File: config.mk
export PLATFORM = sky130hd
export DESIGN_NAME = key_debounce
export DESIGN_NICKNAME = d
export VERILOG_FILES = /design/src/rtl/key_debounce.sv
export SDC_FILE = /design/constraint.sdc
export NUM_CORES = 1
export LEC_CHECK = 0
export ABC_CLOCK_PERIOD_IN_PS = 6900
export BUFFER_PORTS_ARGS = -buffer_cell sky130_fd_sc_hd__buf_2
export CAP_MARGIN = 5
export CORE_MARGIN = 2
export CORE_UTILIZATION = 40
export DETAILED_ROUTE_END_ITERATION = 8
export PLACE_DENSITY = 0.66
export RECOVER_POWER = 25
export SYNTH_ARGS = -nofsm -noshare
export SYNTH_HDL_FRONTEND = slang
export SYNTH_SLANG_ARGS = --single-unit
File: constraint.sdc
create_clock -name i_Clk -period 6.9 [get_ports i_Clk]
set_clock_uncertainty 0.1 [all_clocks]
set_input_delay 1.38 -clock i_Clk [delete_from_list [all_inputs] [get_ports i_Clk]]
set_output_delay 1.38 -clock i_Clk [all_outputs]
set_load 0.01 [all_outputs]
File: src/rtl/key_debounce.sv
// key_debounce: multi-channel key/switch debouncer.
// Each raw level passes through a 2-flop synchroniser. A shared free-running
// prescaler produces a sample tick, and a per-channel counter qualifies a new
// level only after STABLE_TICKS consecutive ticks that disagree with the
// current output. o_Changed pulses for one cycle on any committed change.
module key_debounce #(
  parameter int WIDTH        = 8,
  parameter int TICK_CYCLES  = 1000,
  parameter int STABLE_TICKS = 10
) (
  input  logic             i_Clk,
  input  logic             i_Rst,
  input  logic [WIDTH-1:0] i_Keys,
  output logic [WIDTH-1:0] o_Keys,
  output logic             o_Changed
);

  // Counters keep at least one bit so the degenerate 1/1 configuration still
  // elaborates to a plain synchroniser plus output register.
  localparam int PW = (TICK_CYCLES  > 1) ? $clog2(TICK_CYCLES)  : 1;
  localparam int CW = (STABLE_TICKS > 1) ? $clog2(STABLE_TICKS) : 1;

  localparam logic [PW-1:0] PRESC_LAST = PW'(TICK_CYCLES - 1);
  localparam logic [CW-1:0] CNT_LAST   = CW'(STABLE_TICKS - 1);

  logic [WIDTH-1:0]         sync1_q;
  logic [WIDTH-1:0]         sync2_q;

  logic [PW-1:0]            presc_q;
  logic [PW-1:0]            presc_d;
  logic                     tick;

  logic [WIDTH-1:0][CW-1:0] cnt_q;
  logic [WIDTH-1:0][CW-1:0] cnt_d;

  logic [WIDTH-1:0]         keys_q;
  logic [WIDTH-1:0]         keys_d;
  logic [WIDTH-1:0]         commit;

  logic                     changed_q;
  logic                     changed_d;

  // Two-stage synchroniser; only the second stage feeds the filter.
  always_ff @(posedge i_Clk or posedge i_Rst) begin
    if (i_Rst) begin
      sync1_q <= '0;
      sync2_q <= '0;
    end else begin
      sync1_q <= i_Keys;
      sync2_q <= sync1_q;
    end
  end

  // Tick on the last prescaler count; the prescaler is never held.
  assign tick = (presc_q == PRESC_LAST);

  // Prescaler next count: wrap to zero on the tick edge, otherwise advance.
  always_comb begin
    presc_d = presc_q + 1'b1;
    if (tick) begin
      presc_d = '0;
    end
  end

  // Prescaler register.
  always_ff @(posedge i_Clk or posedge i_Rst) begin
    if (i_Rst) begin
      presc_q <= '0;
    end else begin
      presc_q <= presc_d;
    end
  end

  // Per-channel qualification: any agreeing tick restarts from zero, the
  // STABLE_TICKS-th consecutive disagreeing tick commits the new level.
  always_comb begin
    cnt_d  = cnt_q;
    keys_d = keys_q;
    commit = '0;
    if (tick) begin
      for (int i = 0; i < WIDTH; i++) begin
        if (sync2_q[i] == keys_q[i]) begin
          cnt_d[i] = '0;
        end else if (cnt_q[i] == CNT_LAST) begin
          keys_d[i] = sync2_q[i];
          cnt_d[i]  = '0;
          commit[i] = 1'b1;
        end else begin
          cnt_d[i] = cnt_q[i] + 1'b1;
        end
      end
    end
  end

  // Simultaneous commits on one tick collapse into a single strobe.
  always_comb begin
    changed_d = |commit;
  end

  // Channel counters, debounced levels and change strobe.
  always_ff @(posedge i_Clk or posedge i_Rst) begin
    if (i_Rst) begin
      cnt_q     <= '0;
      keys_q    <= '0;
      changed_q <= 1'b0;
    end else begin
      cnt_q     <= cnt_d;
      keys_q    <= keys_d;
      changed_q <= changed_d;
    end
  end

  assign o_Keys    = keys_q;
  assign o_Changed = changed_q;

endmodule
======== After elaboration in Yosys (flattened, before gate mapping) ========
Index checks and enable logic that the tools add are counted.
operators by class
  add/sub/neg operators ................... 9
  equality and inequality tests ........... 17
  multiplexer cells ....................... 34
  bitwise logic cells ..................... 8
  reductions and logical operators ........ 9
operators with widths
  operator                                                          count
  4-bit two-way mux                                                 16
  4-bit by 1-bit adder with 4-bit output (second input constant)    8
  4-bit equality test (second input constant)                       8
  3-bit AND reduction                                               8
  1-bit two-way mux                                                 16
  10-bit by 1-bit adder with 10-bit output (second input constant)  1
  10-bit equality test (second input constant)                      1
  10-bit two-way mux                                                1
  1-bit equality test                                               8
  8-bit two-way mux                                                 1
  1-bit inverter                                                    8
  8-bit OR reduction                                                1
storage, ports and cells
  bits in registers ....................... 67
  input port bits ......................... 10
  output and inout port bits .............. 9
  logic and storage cells ................. 97

======== Logic depth before layout (Yosys ltp) ========
Gate-level depths: netlist of run 1.
  depth in word-level cells ............... 5
  depth in mapped cells ................... 8
  depth with buffers taken out ............ 6

======== Worst setup path after synthesis of run 1 ========
Ideal clock, no wire load.
  path kind ............................... flip-flop to flip-flop
  start point ............................. reg presc_q[0]
  end point ............................... reg cnt_q[23] (netlist name)
  setup time .............................. 69 ps
  arrival time ............................ 1,751 ps
  data required time ...................... 6,731 ps
  setup slack ............................. 4,980 ps
  cell stages (with the launch flop) ...... 7
  buffers on the path ..................... 1
  clock period less this slack ............ 1,920 ps
  path through ............................ dfrtp_1 ha_1 nand4b_4 or3_4 buf_6 or4_1 nand3_1
on the way
  longest elaborated chain between the ends .. 1
ends and longest elaborated chain
  element                   RTL line  RTL
  start: declaration        29        logic [PW-1:0] presc_q;
  start signal: assignment  70        presc_q <= presc_d;
  10-bit equality test      55        assign tick = (presc_q == PRESC_LAST);
  end signal: assignment    107       cnt_q <= cnt_d;
  end: declaration          33        logic [WIDTH-1:0][CW-1:0] cnt_q;
No other way between the ends.
A chain may end at the register's enable or synchronous reset.

======== Worst setup path in the final report of run 1 ========
  start point ............................. reg presc_q[0]
  end point ............................... reg keys_q[1] (netlist: o_Keys[1])
on the way
  longest elaborated chain between the ends .. 2
ends and longest elaborated chain
  element                               RTL line  RTL
  10-bit equality test                  55
  3-bit AND reduction (no source line)  --
  end signal: assignment                108       keys_q <= keys_d;
  end: declaration                      36        logic [WIDTH-1:0] keys_q;
No other way between the ends.

==> results of run 1 <==
[state kept, by name, indices dropped and copies added, names as in the netlist]
register	cells
cnt_q	32
presc_q	10
o_Keys	8
sync1_q	8
sync2_q	8
o_Changed	1
[metrics by stage]
step / hold slack [ns] / cell area [um2] / setup WS, ns / power, uW / instances
floorplan: 0.231 / 3140 / 3.74 / 418 / 290
global placement: 0.234 / 3330 / 4.55 / 425 / 405
detailed placement: 0.235 / 3330 / 4.54 / 426 / 405
CTS: 0.252 / 3530 / 4.48 / 751 / 421
global route: 0.260 / 3510 / 3.89 / 770 / 421
finish: 0.250 / 3510 / 4.15 / 738 / 421
[metal layers]
layer  global-route usage [%]  vias to the layer above  share of wire (%)
li1                         -                     1078                  -
met4                     4.85                        0                1.3
met3                     4.72                        5                3.2
met1                     18.1                     1074                 47
met2                     22.6                       22                 48
met5                        0                        -                  0
[power by group]
group	total [uW]	switching [uW]	internal (uW)
Clock	321	145	176
Combinational	17.5	12.2	5.36
Sequential	400	2.29	397
[area by class of cell]
class                      count  area (um2)  share of cell area, %
inverter                       9        33.8                  0.963
sequential                    67        1680                   47.8
clock buffer                  12         145                   4.14
clock inverter                 4        50.0                   1.43
timing repair buffer          20         101                   2.89
tap                          102         128                   3.64
multi-input combinational    207        1370                   39.1
[path summary, 6_finish.rpt]
path                                         end  slack, ns  cells past startpoint
hold reg to reg             sync2_q[0]$_DFF_PP0_       0.25                      0
min in group asynchronous  cnt_q[21]$_DFFE_PP0N_       1.17                      3
max in group asynchronous  cnt_q[26]$_DFFE_PP0N_       4.98                      3
setup / recovery           o_Keys[1]$_DFFE_PP0P_       4.15                      6
setup reg to reg           o_Keys[1]$_DFFE_PP0P_       4.15                      6
hold / removal              sync2_q[0]$_DFF_PP0_       0.25                      0
[placed cells by master (no fill, tap or decap), drive strengths merged, types with 6 or more instances in the layout]
cell and n:
nand3 15, xnor2 10, mux2 8, nor2 8
or3 8, buf 19, clkbuf 13, or4 6
nor3 8, inv 9, o31ai 6, ha 15
nand2 28, dfrtp 67, nand2b 9, and3b 7
o21ai 37
[worst register-to-register path: cells and delay by family, from the launching register on]
family / cells / cell delay [ns]
flip-flops: 1 / 0.37
multiplexers: 1 / 0.33
buffers and inverters: 1 / 0.86
AND/OR/NAND/NOR: 3 / 0.74
adder cells (fa/ha/maj): 1 / 0.23
[cells by family (layout without fill, tap and decap cells)]
kind of cell / count (synthesis) / in the layout / synth area share, %
xor gates and xnor gates: 14 / 14 / 3.91
muxes: 8 / 8 / 2.87
AOI/OAI and AO/OA: 56 / 56 / 10.4
buffers and inverters: 16 / 45 / 2.23
and+or+nand+nor: 114 / 114 / 21.2
DFF: 67 / 67 / 53.4
adders and majority gates: 15 / 15 / 5.98
==> results.toml, run 1 <==
[status]
status = "finished clean"

[setup_path]
critPathRequiredTime_ns = 7.02
crit_fanout = 24
crit_family = "buffers and inverters"
crit_start = "presc_q[0]$_DFF_PP0_"
critPathLaunchType = "register"
path_class = "register to register"
crit_slowest_cell = "clkbuf_1"
cp_cell_sequence = "ha_1 > nand4b_2 > nor3_1 > clkbuf_1 > nand2_1 > mux2_2"
crit_path_end_kind = "register"
max_stage_delay_ns = 0.86
reg2reg_from = "presc_q[0]$_DFF_PP0_"
timing.critical_path.buf_inv = 1
critical_path_arrival_ns = 2.87

[timing]
tns_ns = 0
period_share_pct = 39.8
rsz0062_at_grt = "false"
max_slew.worst_pin.slew_ns = 1.24
finalHoldViolCount = 0
drv_slew = 0
fmax_ghz = 0.364
fin_crit_ns = 2.75
setup_violations = 0
timing.slew.headroom_pct = 17.5

[logic_synthesis]
ys.flop_type = "dfrtp_1"
synth.area.top_cells = "dfrtp_1 (53%), ha_1 (6.0%), o21ai_0 (5.3%)"
syn-cell-area_um2 = 3140
yosysWarnings = 0
synth_top_area_share_pct = 53.4
synth_most_common_cell = "dfrtp_1"
synth-edff-count = 0
synthArstFlopShare_pct = 100
synth.distinct_cells = 43
synth_common_cells = "dfrtp_1 (67), o21ai_0 (33), nand2_1 (28)"
ys_seq_area_share_pct = 53.4
synth_nets = 315
synth_top_area_cell = "dfrtp_1"
synth_area_per_cell_um2 = 10.8
synth_seq_cells = 67
netlist_instances = 290

[cts]
cts-root-buf = "clkbuf_8"
ctsResizeCount = 0
cts_tree = "yes"
clkTransAtPathRegs_ns = 0.07
numCtsBuffers = 9
clock-sinks = 67
postCtsSetupBuffers = 0
clockBufferDepth = 2
htree_levels = 3
hold_buffers = 0
clk_latency_ns = 0.34

[die]
start_util_pct = 41.0
die_x_um = 92.6
die_h_um = 92.6
dieArea_um2 = 8570
core-area_um2 = 7650
rows = 32
num_io_pins = 19

[route]
wl_per_cell_um = 12.7
drtIter0Drc = 129
drtAntennaViolNets = 0
route.detailed.drc = 0
vias = 2179
vias_per_cell = 5.18
firstDrtPassIters = 4
wirelength_um = 5360

[pwr]
p_leak_uw = 0.00159
p_per_area_nw_per_um2 = 210
peakVddDrop_uv = 142

[global_routing]
grt_pass1_vias = 2109
antenna_found_initial = 0
overflow = 0
grt_max_degree = 68
grt_use_total_pct = 14.1
grt_pass1_wl_um = 9560

[finish]
drive_gt1_share_pct = 14.4
n_antenna_cell = 0
num-nets-final = 339
utilization_pct = 45.9
areaGrowthSynthToFinish_pct = 11.8
fillCellCount = 720

[job]
cap_violations = 0

[worst_hold_path]
hp-class = "register to register"
hp-start = "sync1_q[0]$_DFF_PP0_"

[placed_design]
gp_congestion = 0.781
hpwl_um = 3500
numPortBuffers = 18
(Power assumes the default switching activity.)
==> run 2: changes to the inputs <==
- ABC_AREA: not set -> 1
- ABC_CLOCK_PERIOD_IN_PS: 6900 -> 2800
- clock period: 6.9 -> 2.8 ns (I/O delays scaled with it)
==> results.toml, run 2 <==
[logic_synthesis]
synth-edff-count = 0
synth.distinct_cells = 25
synth_top_area_share_pct = 53.1
synth_common_cells = "nand2_1 (76), dfrtp_1 (67), nor2_1 (45)"
synth_top_area_cell = "dfrtp_1"
yosysWarnings = 0
synth_seq_cells = 67
synth_area_per_cell_um2 = 8.92
netlist_instances = 354
synthArstFlopShare_pct = 100
ys_seq_area_share_pct = 53.1
synth.area.top_cells = "dfrtp_1 (53%), nand2_1 (9.0%), ha_1 (5.9%)"
ys.flop_type = "dfrtp_1"
syn-cell-area_um2 = 3160
synth_nets = 379
synth_most_common_cell = "nand2_1"

[finish]
final_common_cell = "nand2_1"
top_regs = "cnt_q x32, presc_q x10"
n_antenna_cell = 0
largest_register_ffs = 32
design_area_um2 = 3510
drive_gt1_share_pct = 10.2
num-nets-final = 404
top_register = "cnt_q"
areaGrowthSynthToFinish_pct = 11.1
final_cell_mix = "nand2_1 (76), dfrtp_1 (67), nor2_1 (45)"

[die]
start_util_pct = 41.1
core-area_um2 = 7690
die_h_um = 92.9
dieArea_um2 = 8620
num_io_pins = 19
rows = 32
die_x_um = 92.9

[status]
violations = "capacitance limit, slew limit"
status = "finished, violations left"

[setup_path]
critPathRequiredTime_ns = 2.95
critPathLaunchType = "register"
critical_path_arrival_ns = 2.02
path_class = "register to register"
crit_path_end_kind = "register"
crit_fanout = 36

[route]
vias = 2348
drtAntennaViolNets = 0
drtIter0Drc = 155
wirelength_um = 5360
firstDrtPassIters = 4
vias_per_cell = 4.83
route.detailed.drc = 0
wl_per_cell_um = 11.0

[timing]
period_share_pct = 66.8
finalHoldViolCount = 0
fin_crit_ns = 1.87
fmax_ghz = 0.534
timing.slew.headroom_pct = -7.33
setup_violations = 0
tns_ns = 0
drv_slew = 68
max_slew.worst_pin.slew_ns = 1.61
rsz0062_at_grt = "false"

[worst_hold_path]
hp-class = "primary input to register"

[placed_design]
hpwl_um = 3600
numPortBuffers = 18
gp_congestion = 0.754
dpl_cell_area_um2 = 3360

[cts]
clockBufferDepth = 2
clkTransAtPathRegs_ns = 0.08
hold_buffers = 0
ctsResizeCount = 0
cts_tree = "yes"
cts-root-buf = "clkbuf_8"
clk_latency_ns = 0.34
clock-sinks = 67
htree_levels = 3
numCtsBuffers = 9
postCtsSetupBuffers = 0

[global_routing]
grt_use_total_pct = 14.0
grt_pass1_wl_um = 9510
antenna_found_initial = 0
grt_max_degree = 68
grt_pass1_vias = 2237
overflow = 0

[pwr]
peakVddDrop_uv = 294
p_leak_uw = 0.00174
p_per_area_nw_per_um2 = 483

[job]
cap_violations = 1
run 2: cell families after synthesis:
group                    Yosys count  synth area share (%)
AND/OR/NAND/NOR                  158                  21.3
adder cells (fa/ha/maj)           15                  5.94
XOR/XNOR                           9                  2.49
AO/OA/AOI/OAI                     60                  10.7
buffers and inverters             45                  6.46
flip-flops                        67                  53.1
run 2: worst paths after layout:
| check | startpoint | end | slack [ns] | depth (start not counted) |
|---|---|---|---|---|
| min in group asynchronous | i_Rst | cnt_q[14]$_DFFE_PP0N_ | 0.66 | 3 |
| max in group asynchronous | i_Rst | cnt_q[6]$_DFFE_PP0N_ | 0.95 | 3 |
| max | presc_q[0]$_DFF_PP0_ | cnt_q[23]$_DFFE_PP0N_ | 0.93 | 8 |
| max reg2reg | presc_q[0]$_DFF_PP0_ | cnt_q[23]$_DFFE_PP0N_ | 0.93 | 8 |
| min reg2reg | sync1_q[1]$_DFF_PP0_ | sync2_q[1]$_DFF_PP0_ | 0.25 | 0 |
| min | i_Keys[0] | sync1_q[0]$_DFF_PP0_ | 0.22 | 1 |
run 2: routing by layer:
metal / vias to the layer above / wire length (um) / track usage, %
met2: 30 / 2460 / 22.4
met4: 0 / 62 / 5.88
li1: 1207 / - / -
met5: - / 0 / 0
met3: 6 / 153 / 4.39
met1: 1105 / 2680 / 17.4
run 2: where the power goes:
part / leakage, uW / switching (uW) / internal (uW)
sequential: 0.000885 / 5.83 / 979
combinational: 0.000778 / 28.7 / 8.66
clock: 0.0000791 / 356 / 317
total: 0.00174 / 390 / 1300
run 2: layout make-up:
| type | count | area [um2] |
|---|---|---|
| Clock buffer | 11 | 131 |
| Clock inverter | 5 | 30.0 |
| Fill cell | 745 | 4180 |
| Inverter | 38 | 143 |
| Multi-Input combinational cell | 242 | 1280 |
| Sequential cell | 67 | 1680 |
| Tap cell | 102 | 128 |
| Timing Repair Buffer | 21 | 123 |
run 2: critical path, stage by stage, from the launching register on:
cell	delay [ns]
dfrtp_1	0.37
ha_1	0.17
nand2_1	0.10
nor2_1	0.11
nand2_1	0.08
nor2_4	0.24
buf_12	0.23
nand3b_1	0.17
o21ai_0	0.20
run 2: per-stage QoR:
step	power [uW]	hold slack, ns	util (%)	instances	worst slack, ns
floorplan	1030	0.231	-	354	0.457
global placement	1050	0.232	43.8	470	1.02
detailed placement	1050	0.235	43.8	470	0.915
CTS	1730	0.190	45.8	486	0.926
global route	1770	0.198	45.7	486	0.556
finish	1700	0.223	45.7	486	0.929
